[src/rtl/gpu_bg_pair_reader.sv]
// Background pair fetch: one VRAM word per drawn pixel pair, split into 5:5:5+STP fields, pair order preserved.
// Latency: bypass pair accept N -> o_bgValid N+1; memory pair data at M -> o_bgValid M+1.
// Backpressure: o_reqReady is registered; it drops on a full tag queue, a pending read or a post-clear drain.

// Generic FIFO with synchronous flush; head word readable combinationally.
// Latency: push at N is visible at the head at N+1.
// Backpressure: none internally; the caller never pushes when full or pops when empty.
module gpu_bg_fifo #(
    parameter int WIDTH = 32,
    parameter int DEPTH = 4
) (
    input  logic             clk,
    input  logic             rst_n,
    input  logic             flush,
    input  logic             push,
    input  logic [WIDTH-1:0] push_dat,
    input  logic             pop,
    output logic [WIDTH-1:0] head_dat,
    output logic             empty
);
    localparam int AW = (DEPTH > 1) ? $clog2(DEPTH) : 1;

    logic [WIDTH-1:0] mem [DEPTH];
    logic [AW-1:0]    wr_ptr;
    logic [AW-1:0]    rd_ptr;
    logic [AW:0]      count;

    always_ff @(posedge clk or negedge rst_n) begin
        if (!rst_n) begin
            wr_ptr <= '0;
            rd_ptr <= '0;
            count  <= '0;
        end else if (flush) begin
            wr_ptr <= '0;
            rd_ptr <= '0;
            count  <= '0;
        end else begin
            if (push) wr_ptr <= wr_ptr + 1'b1;
            if (pop)  rd_ptr <= rd_ptr + 1'b1;
            if (push && !pop)      count <= count + 1'b1;
            else if (!push && pop) count <= count - 1'b1;
        end
    end

    // Storage needs no reset: the head is only consumed while count is nonzero.
    always_ff @(posedge clk) begin
        if (push && !flush) mem[wr_ptr] <= push_dat;
    end

    assign head_dat = mem[rd_ptr];
    assign empty    = (count == '0);
endmodule

// Background pair reader: in-order tag queue plus returned-data queue feeding the blend stage.
// Latency: bypass accept N -> o_bgValid N+1; memory data at M -> o_bgValid M+1.
// Backpressure: o_bgValid/i_bgReady on the output; o_reqReady registered from next state only.
module gpu_bg_pair_reader #(
    parameter int DEPTH = 4
) (
    input  logic        clk,
    input  logic        i_nrst,
    input  logic        i_clear,
    input  logic        i_reqValid,
    output logic        o_reqReady,
    input  logic [9:0]  i_scrX_Mul2,
    input  logic [8:0]  i_scrY,
    input  logic        i_needBG,
    output logic        o_memReqValid,
    input  logic        i_memReqAck,
    output logic [17:0] o_memAddr,
    input  logic        i_memDataValid,
    input  logic [31:0] i_memData,
    output logic        o_bgValid,
    input  logic        i_bgReady,
    output logic [4:0]  o_rBG_L,
    output logic [4:0]  o_gBG_L,
    output logic [4:0]  o_bBG_L,
    output logic [4:0]  o_rBG_R,
    output logic [4:0]  o_gBG_R,
    output logic [4:0]  o_bBG_R,
    output logic        o_bit15_L,
    output logic        o_bit15_R,
    output logic        o_fromMem
);
    localparam int             CW      = $clog2(DEPTH + 1);
    localparam logic [CW-1:0]  DEPTH_C = CW'(DEPTH);

    logic [CW-1:0] tag_count;
    logic [CW-1:0] tag_count_n;
    logic [CW-1:0] outst;
    logic [CW-1:0] outst_n;
    logic          draining;
    logic          draining_n;
    logic          mem_req_n;
    logic          ready_n;

    logic          accept;
    logic          ack;
    logic          rsp;
    logic          data_push;
    logic          tag_pop;
    logic          data_pop;
    logic          tag_head;
    logic          tag_empty;
    logic          data_empty;
    logic [31:0]   data_head;
    logic [31:0]   bg_word;
    logic          unused_x0;

    // Pairs are word aligned; the odd-pixel bit of X never reaches the address.
    assign unused_x0 = i_scrX_Mul2[0];

    assign accept    = i_reqValid & o_reqReady & ~i_clear;
    assign ack       = o_memReqValid & i_memReqAck;
    assign rsp       = i_memDataValid & (outst != '0);
    assign data_push = rsp & ~draining & ~i_clear;

    assign o_bgValid = ~tag_empty & (~tag_head | ~data_empty);
    assign tag_pop   = o_bgValid & i_bgReady & ~i_clear;
    assign data_pop  = tag_pop & tag_head;

    gpu_bg_fifo #(.WIDTH(1), .DEPTH(DEPTH)) u_tag_fifo (
        .clk      (clk),
        .rst_n    (i_nrst),
        .flush    (i_clear),
        .push     (accept),
        .push_dat (i_needBG),
        .pop      (tag_pop),
        .head_dat (tag_head),
        .empty    (tag_empty)
    );

    gpu_bg_fifo #(.WIDTH(32), .DEPTH(DEPTH)) u_data_fifo (
        .clk      (clk),
        .rst_n    (i_nrst),
        .flush    (i_clear),
        .push     (data_push),
        .push_dat (i_memData),
        .pop      (data_pop),
        .head_dat (data_head),
        .empty    (data_empty)
    );

    always_comb begin
        tag_count_n = tag_count;
        if (i_clear)                tag_count_n = '0;
        else if (accept && !tag_pop) tag_count_n = tag_count + 1'b1;
        else if (!accept && tag_pop) tag_count_n = tag_count - 1'b1;

        // Acks in the clear cycle still count, so their data is drained.
        outst_n = outst;
        if (ack && !rsp)      outst_n = outst + 1'b1;
        else if (!ack && rsp) outst_n = outst - 1'b1;

        mem_req_n = o_memReqValid;
        if (i_clear)                  mem_req_n = 1'b0;
        else if (accept && i_needBG)  mem_req_n = 1'b1;
        else if (ack)                 mem_req_n = 1'b0;

        draining_n = (i_clear | draining) & (outst_n != '0);
        ready_n    = (tag_count_n < DEPTH_C) & ~mem_req_n & ~draining_n;
    end

    always_ff @(posedge clk or negedge i_nrst) begin
        if (!i_nrst) begin
            tag_count     <= '0;
            outst         <= '0;
            draining      <= 1'b0;
            o_memReqValid <= 1'b0;
            o_memAddr     <= '0;
            o_reqReady    <= 1'b0;
        end else begin
            tag_count     <= tag_count_n;
            outst         <= outst_n;
            draining      <= draining_n;
            o_memReqValid <= mem_req_n;
            o_reqReady    <= ready_n;
            if (accept && i_needBG) o_memAddr <= {i_scrY, i_scrX_Mul2[9:1]};
        end
    end

    assign o_fromMem = o_bgValid & tag_head;
    assign bg_word   = o_fromMem ? data_head : 32'd0;

    assign o_rBG_L   = bg_word[4:0];
    assign o_gBG_L   = bg_word[9:5];
    assign o_bBG_L   = bg_word[14:10];
    assign o_bit15_L = bg_word[15];
    assign o_rBG_R   = bg_word[20:16];
    assign o_gBG_R   = bg_word[25:21];
    assign o_bBG_R   = bg_word[30:26];
    assign o_bit15_R = bg_word[31];
endmodule

[config.mk]
export PLATFORM = sky130hd
export DESIGN_NAME = gpu_bg_pair_reader
export DESIGN_NICKNAME = d
export VERILOG_FILES = /design/src/rtl/gpu_bg_pair_reader.sv
export SDC_FILE = /design/constraint.sdc
export NUM_CORES = 1
export LEC_CHECK = 0
export CORE_MARGIN = 2
export CORE_UTILIZATION = 40
export DETAILED_ROUTE_END_ITERATION = 10
export GPL_ROUTABILITY_DRIVEN = 0
export PLACE_DENSITY = 0.63
export SLEW_MARGIN = 20
export SYNTH_ARGS = -nofsm -noshare
export SYNTH_HDL_FRONTEND = slang
export SYNTH_SLANG_ARGS = --single-unit
[constraint.sdc]
create_clock -name clk -period 3.42 [get_ports clk]
set_input_delay 0.684 -clock clk [delete_from_list [all_inputs] [get_ports clk]]
set_output_delay 0.684 -clock clk [all_outputs]
set_load 0.02 [all_outputs]
Word level (Yosys, flattened, before mapping)
Memory sizes are Yosys's and may differ from the RTL's.
Cells that the tools add are included.

operators by class
  bitwise gates (word level) = 23
  add/subtract/negate cells = 12
  reduce and logical (&&, ||, !) cells = 26
  order comparisons = 1
  muxes and demuxes = 27

operator list
  operator                                           number
  2-to-1 mux 3 bit                                   11
  2-to-1 mux 32 bit                                  1
  2-to-1 mux 2 bit                                   8
  bitwise AND 1 bit                                  14
  adder 3 x 1 -> 3 bit (second input constant)       4
  nonzero test 3 bit                                 4
  subtractor 3 x 1 -> 3 bit (second input constant)  4
  logical AND 1 bit                                  9
  adder 2 x 1 -> 2 bit (second input constant)       4
  nonzero test 2 bit                                 4
  logical NOT 1 bit                                  7
  2-to-1 mux 1 bit                                   7
  inverter 1 bit                                     7
  logical NOT 3 bit                                  2
  < comparator 3 bit (second input constant)         1
  bitwise OR 1 bit                                   2

word-level totals
  memories = 2
  word-level logic and storage cells = 103
  register bits = 41
  memory bits (writable) = 132

memories
  name             depth  width  read ports  clocked after Yosys merged registers in  write ports  line  RTL
  u_data_fifo.mem  4      32     1           0                                        1            23    logic [WIDTH-1:0] mem [DEPTH];
  u_tag_fifo.mem   4      1      1           0                                        1            23

Depth between registers and ports, before layout
Gate-level depths: netlist (run 1).

  depth after elaboration = 13
  mapped depth = 10
  gate-level depth less buffers = 10

Modules after synthesis
From an unflattened synthesis (run 1), not the netlist that was laid out.

second synthesis, totals
  cells, all modules = 407
  area total of the unflattened synthesis = 7223.2 µm²

by module, submodules not included
  module                     instances  sequential area each (µm²)  cells each  area an instance (µm²)
  gpu_bg_fifo (u_data_fifo)  1          4018.9                      211         5091.1
  gpu_bg_pair_reader         1          675.6                       148         1567.8
  gpu_bg_fifo (u_tag_fifo)   1          295.3                       48          564.3

Worst setup path after synthesis (run 1)
No wires, ideal clock.

  path type = register to register
  start point = reg u_tag_fifo.rd_ptr[0]
  end point = reg u_tag_fifo.count[2]
  data arrival time = 2502 ps
  slack = 786 ps
  cell stages (with the launch flop) = 9
  path through = dfrtp_1 > mux4_2 > a211oi_4 > nor3_1 > fa_1 > or3_2 > o21ai_0 > xnor2_1 > nor2_1

on the way
  cells in the longest elaborated chain, start to end = 10
  elaborated cells on any way between the ends = 12
  those cells by class = 2 x mux; 5 x bitwise; 4 x reduce/logical; 1 x memory

ends and longest elaborated chain
  what                               line  RTL
  start, declared                    25    logic [AW-1:0] rd_ptr;
  start signal, assigned             39    if (pop) rd_ptr <= rd_ptr + 1'b1;
  memory read (4 x 1 bit) *          --
  inverter 1 bit *                   118   assign o_bgValid = ~tag_empty & (~tag_head | ~data_empty);
  bitwise OR 1 bit *                 118
  bitwise AND 1 bit *                118
  bitwise AND 1 bit * (2 in series)  119   assign tag_pop = o_bgValid & i_bgReady & ~i_clear;
  logical NOT 1 bit                  40    if (push && !pop) count <= count + 1'b1;
  logical AND 1 bit                  40
  2-to-1 mux 3 bit                   40
  2-to-1 mux 3 bit                   33    end else if (flush) begin
  end signal, assigned               40
  end signal, assigned               41    else if (!push && pop) count <= count - 1'b1;
  end, declared                      26    logic [AW:0] count;

Every way passes the cells marked *; elsewhere a longest branch is shown, timed or not.
A chain may end at the register's enable or synchronous reset.

Worst setup path after layout (run 1)
  start point = reg u_tag_fifo.rd_ptr[0]
  end point = out o_gBG_R[0]

on the way
  cells in the longest elaborated chain, start to end = 6

ends and longest elaborated chain
  what                       line  RTL
  memory read (4 x 1 bit) *  --
  inverter 1 bit             118
  bitwise OR 1 bit           118
  bitwise AND 1 bit          118
  bitwise AND 1 bit *        182   assign o_fromMem = o_bgValid & tag_head;
  2-to-1 mux 32 bit *        183   assign bg_word = o_fromMem ? data_head : 32'd0;
  end, declared              79    output logic [4:0] o_gBG_R,

Marks and branches as above.

==> impl_metrics.yaml, run 1 <==
outcome:
  outcome: "complete, no violations"
grt:
  grt_pass1_wl_um: 21000
  track_usage_pct: 15.2
  grt_pass1_vias: 4035
  globalRouteOverflowTotal: 0
  grt_max_degree: 42
  antenna_found_initial: 0
die:
  rows: 48
  start_util_pct: 40.8
  coreArea_um2: 17200
  fp.dieArea_um2: 18700
  die_w_um: 137
  die_h_um: 137
  io_pins: 113
layout:
  diodes: 0
  nNetsFinal: 599
  synthToLayoutAreaGrowth_pct: 29.5
  stdcell_area_um2: 9120
  stdcell_count: 763
  drive_gt1_share_pct: 20.3
drt:
  viasPerCell: 5.02
  ant_nets: 0
  drt_wl_total_um: 13400
  dr.pass1.iters: 4
  vias: 3833
  drc_errors: 0
  drt-wirelength-per-cell_um: 17.6
  drtIter0Drc: 236
min_path:
  hold_path_class: "in2async"
power_and_ir_drop:
  powerDensity_nw_per_um2: 658
  irDropWorstVdd_mv: 0.438
  p_total_mw: 6.00
  p_leak_nw: 3.18
logic_synthesis:
  synth_top_cell_area_share_pct: 56.3
  ys_top_cells_by_count: "132 x edfxtp_1, 43 x and2_1, 41 x dfrtp_1, 33 x mux4_2"
  ys_dominant_reg_cell: "edfxtp_1"
  synthCells: 397
  synth_edf_count: 132
  yosys_warnings: 0
  synth_seq_cells: 173
  ys_top_cells_by_area: "edfxtp_1 56%, dfrtp_1 15%, mux4_2 11%, and2_1 3.8%, mux2_2 3.0%"
  yosysMostFrequentCell: "edfxtp_1"
  synthesis.nets: 471
  synthesis.area_um2: 7040
  synthArstFlopShare_pct: 23.7
  ys_types: 32
  avgSynthCellArea_um2: 17.7
  yosysTopAreaCell: "edfxtp_1"
  yosysSeqAreaShare_pct: 70.9
place:
  pre_cts_ws_ps: 347
  dpl.cell_count: 730
  hpwl_um: 8590
  dpl_cell_area_um2: 8520
  port_buffers: 111
run:
  cap_violations: 0
timing:
  min_period_over_period_pct: 96.4
  tightest_slew_ps: 897
  fmax_mhz: 303
  setup-violations-final: 0
  period_minus_slack_ps: 3300
  rsz0062_at_grt: "no"
  fin_setup_tns_ps: 0
  worst_slack_ps: 124
  finClkSkew_ps: 12.7
  relSlewSlack_pct: 40.2
  hold_violations: 0
  drv_slew: 0
worst_setup_path:
  end_kind: "primary output"
  max_stage_delay_ps: 620
  reg2regPathDepth: 9
  cpMaxStageDelayCell: "mux4_2"
  path_cells: "mux4_2 > and3b_2 > and2_1 > clkdlybuf4s50_1"
  path_class: "reg2out"
  start_kind: "flop"
  path_max_fanout: 18
  cp.required_ps: 2740
  worstPathArrival_ps: 2610
clock_network:
  cts_made_buffers: 17
  clockBufferDepth: 2
  clk_pin_slew_ps: 70
  cts_tree: "built"
  clock_sinks: 173
  cts-htree-levels: 4
  clock_latency_ps: 430
  clock-root-buffer: "clkbuf_16"
## timing repair
item,4_1_cts,5_1_grt
resized for setup,1,2
hold buffers,0,0
pin swaps,0,1
setup endpoints to repair,32,2
cloned,0,1
setup buffers,0,0
## final timing paths
path	from	endpoint	slack (ps)
max	u_tag_fifo.rd_ptr[0]	o_gBG_R[0]	120
min	i_nrst	outst[1]	380
max reg2reg	u_tag_fifo.rd_ptr[0]	u_data_fifo.count[2]	590
min reg2reg	o_memAddr[12]	o_memAddr[12]	500
max in group asynchronous	i_nrst	u_data_fifo.rd_ptr[0]	2420
min in group clk	o_memAddr[12]	o_memAddr[12]	500
## stage by stage
step	util, %	hold slack, ps
2_1_floorplan	-	388
3_3_place_gp	49.4	487
3_5_place_dp	49.4	492
4_1_cts	52.8	405
5_1_grt	52.9	461
6_report	52.9	378
## layout by cell type, fill, tap and decap left out, drive strengths merged, types with 4 or more instances in the layout
cell | Yosys | final
edfxtp | 132 | 132
clkdlybuf4s50 | 0 | 110
and2 | 44 | 44
dfrtp | 41 | 41
mux4 | 33 | 33
inv | 14 | 20
mux2 | 19 | 19
nor2 | 19 | 19
clkbuf | 8 | 17
nand2 | 15 | 15
buf | 8 | 14
ha | 13 | 13
xnor2 | 10 | 10
nor3 | 8 | 8
nand3 | 5 | 5
clkinv | 0 | 5
mux2i | 4 | 4
xor2 | 4 | 4
a21oi | 4 | 4
## registers in the layout, indices dropped and copies added (netlist names)
name and cells:
u_tag_fifo.mem 4, draining 1, u_data_fifo.wr_ptr 2, u_tag_fifo.count 3
u_tag_fifo.wr_ptr 2, outst 3, u_tag_fifo.rd_ptr 2, o_memAddr 18
u_data_fifo.rd_ptr 2, u_data_fifo.mem 128, u_data_fifo.count 3, o_reqReady 1
o_memReqValid 1, tag_count 3
## logic make-up after synthesis
family / count (synthesis) / share of synthesized area, %
xor+xnor: 14 / 1.74
flops: 173 / 70.9
simple gates: 96 / 7.23
buf+inv: 30 / 1.67
mux: 56 / 14.2
fa+ha+maj: 15 / 2.88
compound gates: 13 / 1.44
## metal layers
| layer | track usage [%] | vias up | part of all wire [%] |
|---|---|---|---|
| li1 | - | 1750 | - |
| met1 | 18.8 | 1955 | 43 |
| met2 | 25.5 | 117 | 49 |
| met3 | 4.67 | 11 | 6.7 |
| met4 | 4.75 | 0 | 0.80 |
| met5 | 0 | - | 0 |
## critical path: cells and delay by family (launching register included)
family / cells / cell delay (ps)
muxes: 1 / 620
buffers and inverters: 1 / 530
DFF: 1 / 400
and+or+nand+nor: 2 / 630
## area by class of cell
class                   instances  area (µm²)
fillers                      1384        8120
flip-flops and latches        173        4990
multi-input cells             195        1960
repair buffers                124        1250
clock buffers                  17         425
well taps                     225         282
clock inverters                15         156
inverters                      14        52.6
## power breakdown
group,internal [mW],switching (mW)
Clock,1.03,0.828
Combinational,0.749,0.763
Sequential,2.50,0.139
No activity file was read; power rests on OpenSTA's default activity.
==> run 2, diff against run 1 <==
--- a/config.mk
+++ b/config.mk
@@ -9,8 +9,11 @@
 export CORE_UTILIZATION = 40
 export DETAILED_ROUTE_END_ITERATION = 10
 export GPL_ROUTABILITY_DRIVEN = 0
-export PLACE_DENSITY = 0.63
+export PLACE_DENSITY = 0.62
+export RECOVER_POWER = 25
+export REMOVE_ABC_BUFFERS = 1
 export SLEW_MARGIN = 20
 export SYNTH_ARGS = -nofsm -noshare
 export SYNTH_HDL_FRONTEND = slang
+export SYNTH_HIERARCHICAL = 1
 export SYNTH_SLANG_ARGS = --single-unit
==> impl_metrics.yaml, run 2 <==
timing:
  finClkSkew_ps: 5.72
  holdWs_ps: 393
  tightest_slew_ps: 913
  fmax_mhz: 302
  setup-violations-final: 0
  relSlewSlack_pct: 39.1
  period_minus_slack_ps: 3310
  fin_setup_tns_ps: 0
  drv_slew: 0
  min_period_over_period_pct: 96.8
  hold_violations: 0
layout:
  top_regs: "u_data_fifo/mem (128), o_memAddr (18), u_tag_fifo/mem (4)"
  layout_common_cells: "132 x edfxtp_1, 52 x clkdlybuf4s50_1, 40 x dfrtp_1, 33 x and3_1"
  drive_gt1_share_pct: 20.4
  final_util_pct: 52.6
  largest_reg_flops: 128
  final.fill_count: 1467
  regArea_um2: 4990
  nNetsFinal: 608
  stdcell_area_um2: 9380
  stdcell_count: 776
  largest_register: "u_data_fifo/mem"
  multi_input_area_um2: 2020
  layout_commonest_cell: "edfxtp_1"
  synthToLayoutAreaGrowth_pct: 29.8
worst_setup_path:
  r2r_end: "u_tag_fifo/count[2]"
  start_kind: "flop"
  critPathLaunch: "u_tag_fifo/rd_ptr[0]"
  crit_end: "o_fromMem"
  reg2reg_slack_ps: 550
  cp.required_ps: 2740
  end_kind: "primary output"
  worstPathArrival_ps: 2630
  path_class: "reg2out"
  r2r_start: "u_tag_fifo/rd_ptr[0]"
  reg2regPathDepth: 10
  path_max_fanout: 34
logic_synthesis:
  ys_dominant_reg_cell: "edfxtp_1"
  synth_seq_cells: 173
  synthesis.area_um2: 7220
  ys_top_cells_by_area: "edfxtp_1 55%, dfrtp_1 14%, mux4_2 9.0%, and3_1 2.9%, mux2_2 2.8%"
  synth_top_cell_area_share_pct: 54.9
  synth_edf_count: 132
  avgSynthCellArea_um2: 17.7
  synthArstFlopShare_pct: 23.7
  ys_top_cells_by_count: "132 x edfxtp_1, 41 x dfrtp_1, 33 x and3_1, 29 x mux4_2, 22 x nor2_1"
  yosysSeqAreaShare_pct: 69.1
  synthCells: 407
  yosysMostFrequentCell: "edfxtp_1"
  yosys_warnings: 6
  ys_types: 44
  yosysTopAreaCell: "edfxtp_1"
die:
  coreArea_um2: 17800
  io_pins: 113
  start_util_pct: 40.5
  die_w_um: 138
  rows: 49
  die_h_um: 138
  fp.dieArea_um2: 19100
outcome:
  outcome: "complete, no violations"
clock_network:
  clock-root-buffer: "clkbuf_16"
  cts_setup_buffers: 0
  cts_made_buffers: 17
  clock_latency_ps: 420
  clk_pin_slew_ps: 70
  clockBufferDepth: 2
  cts_tree: "built"
  cts-htree-levels: 4
  clock_sinks: 173
grt:
  grt_pass1_wl_um: 22100
  grt_max_degree: 42
  grt_pass1_vias: 4259
  antenna_found_initial: 2
  track_usage_pct: 14.8
  globalRouteOverflowTotal: 0
place:
  dpl_cell_area_um2: 8660
  hpwl_um: 8810
  port_buffers: 111
  dpl.cell_count: 742
drt:
  dr.pass1.iters: 4
  vias: 3980
  drt-wirelength-per-cell_um: 17.7
  ant_nets: 0
  drtIter0Drc: 194
  viasPerCell: 5.13
  drc_errors: 0
  drt_wl_total_um: 13700
power_and_ir_drop:
  irDropWorstVdd_mv: 0.396
  powerDensity_nw_per_um2: 616
  p_leak_nw: 3.91
run:
  cap_violations: 0
min_path:
  hold_path_class: "in2async"
-- run 2: kinds of logic (layout without fill, tap and decap cells) --
| family | Yosys count | in the layout | synth area share, % |
|---|---|---|---|
| compound gates | 21 | 21 | 1.94 |
| xor+xnor | 13 | 13 | 1.58 |
| fa+ha+maj | 17 | 17 | 3.15 |
| buf+inv | 36 | 174 | 3.07 |
| flops | 173 | 173 | 69.1 |
| mux | 53 | 53 | 13.6 |
| other cells | 0 | 2 | 0 |
| simple gates | 94 | 94 | 7.60 |
-- run 2: worst min-delay path by stage --
stage / start / endpoint / slack [ps] / cells past startpoint
2_1_floorplan: i_nrst / draining / 390 / 0
3_3_place_gp: o_memAddr[10] / o_memAddr[10] / 490 / 1
3_5_place_dp: o_memAddr[12] / o_memAddr[12] / 490 / 1
4_1_cts: i_nrst / o_memAddr[13] / 410 / 1
5_1_grt: i_nrst / o_memAddr[13] / 470 / 1
6_report: i_nrst / o_memAddr[2] / 390 / 1
-- run 2: timing repair --
item,CTS,global route
endpoints found under the setup margin,3,29
gates resized for setup,3,29
hold buffers,0,0
cloned,0,0
-- run 2: per-stage QoR --
step / setup slack (ps) / power (mW)
after floorplan: -92.5 / 3.20
after global placement: 312 / 3.72
after detailed placement: 248 / 3.75
after CTS: 13.3 / 5.86
after global routing: -2.32 / 6.03
final: 111 / 5.78
-- run 2: cell type report --
| cell class | instances | share of cell area, % |
|---|---|---|
| Sequential cell | 173 | 53.2 |
| Multi-Input combinational cell | 198 | 21.6 |
| Timing Repair Buffer | 126 | 14.5 |
| Clock buffer | 17 | 4.54 |
| Tap cell | 229 | 3.05 |
| Clock inverter | 15 | 2.39 |
| Inverter | 16 | 0.640 |
| Antenna cell | 2 | 0.0534 |
-- run 2: where the power goes --
part / switching, mW / internal (mW)
combinational: 0.560 / 0.579
sequential: 0.113 / 2.44
clock: 0.834 / 1.25
total: 1.51 / 4.27
-- run 2: routing by layer --
layer,GRT usage (%),vias up,part of all wire [%]
met5,0,-,0
met4,4.67,0,1.5
met3,4.12,17,5.4
met2,25.2,105,51
met1,18.4,2055,43
li1,-,1803,-
-- run 2: worst max-delay path: stages, from the launching register on --
cell and delay, ps:
dfrtp_1 410, mux4_2 570, a21oi_4 240, buf_12 230
and2_1 150, clkdlybuf4s50_1 600
==> run 3, diff against run 2 <==
--- a/config.mk
+++ b/config.mk
@@ -17,3 +17,4 @@
 export SYNTH_HDL_FRONTEND = slang
 export SYNTH_HIERARCHICAL = 1
 export SYNTH_SLANG_ARGS = --single-unit
+export TNS_END_PERCENT = 100
==> results of run 3 <==
The final DEF is identical to that of run 2; final timing and power are the same.
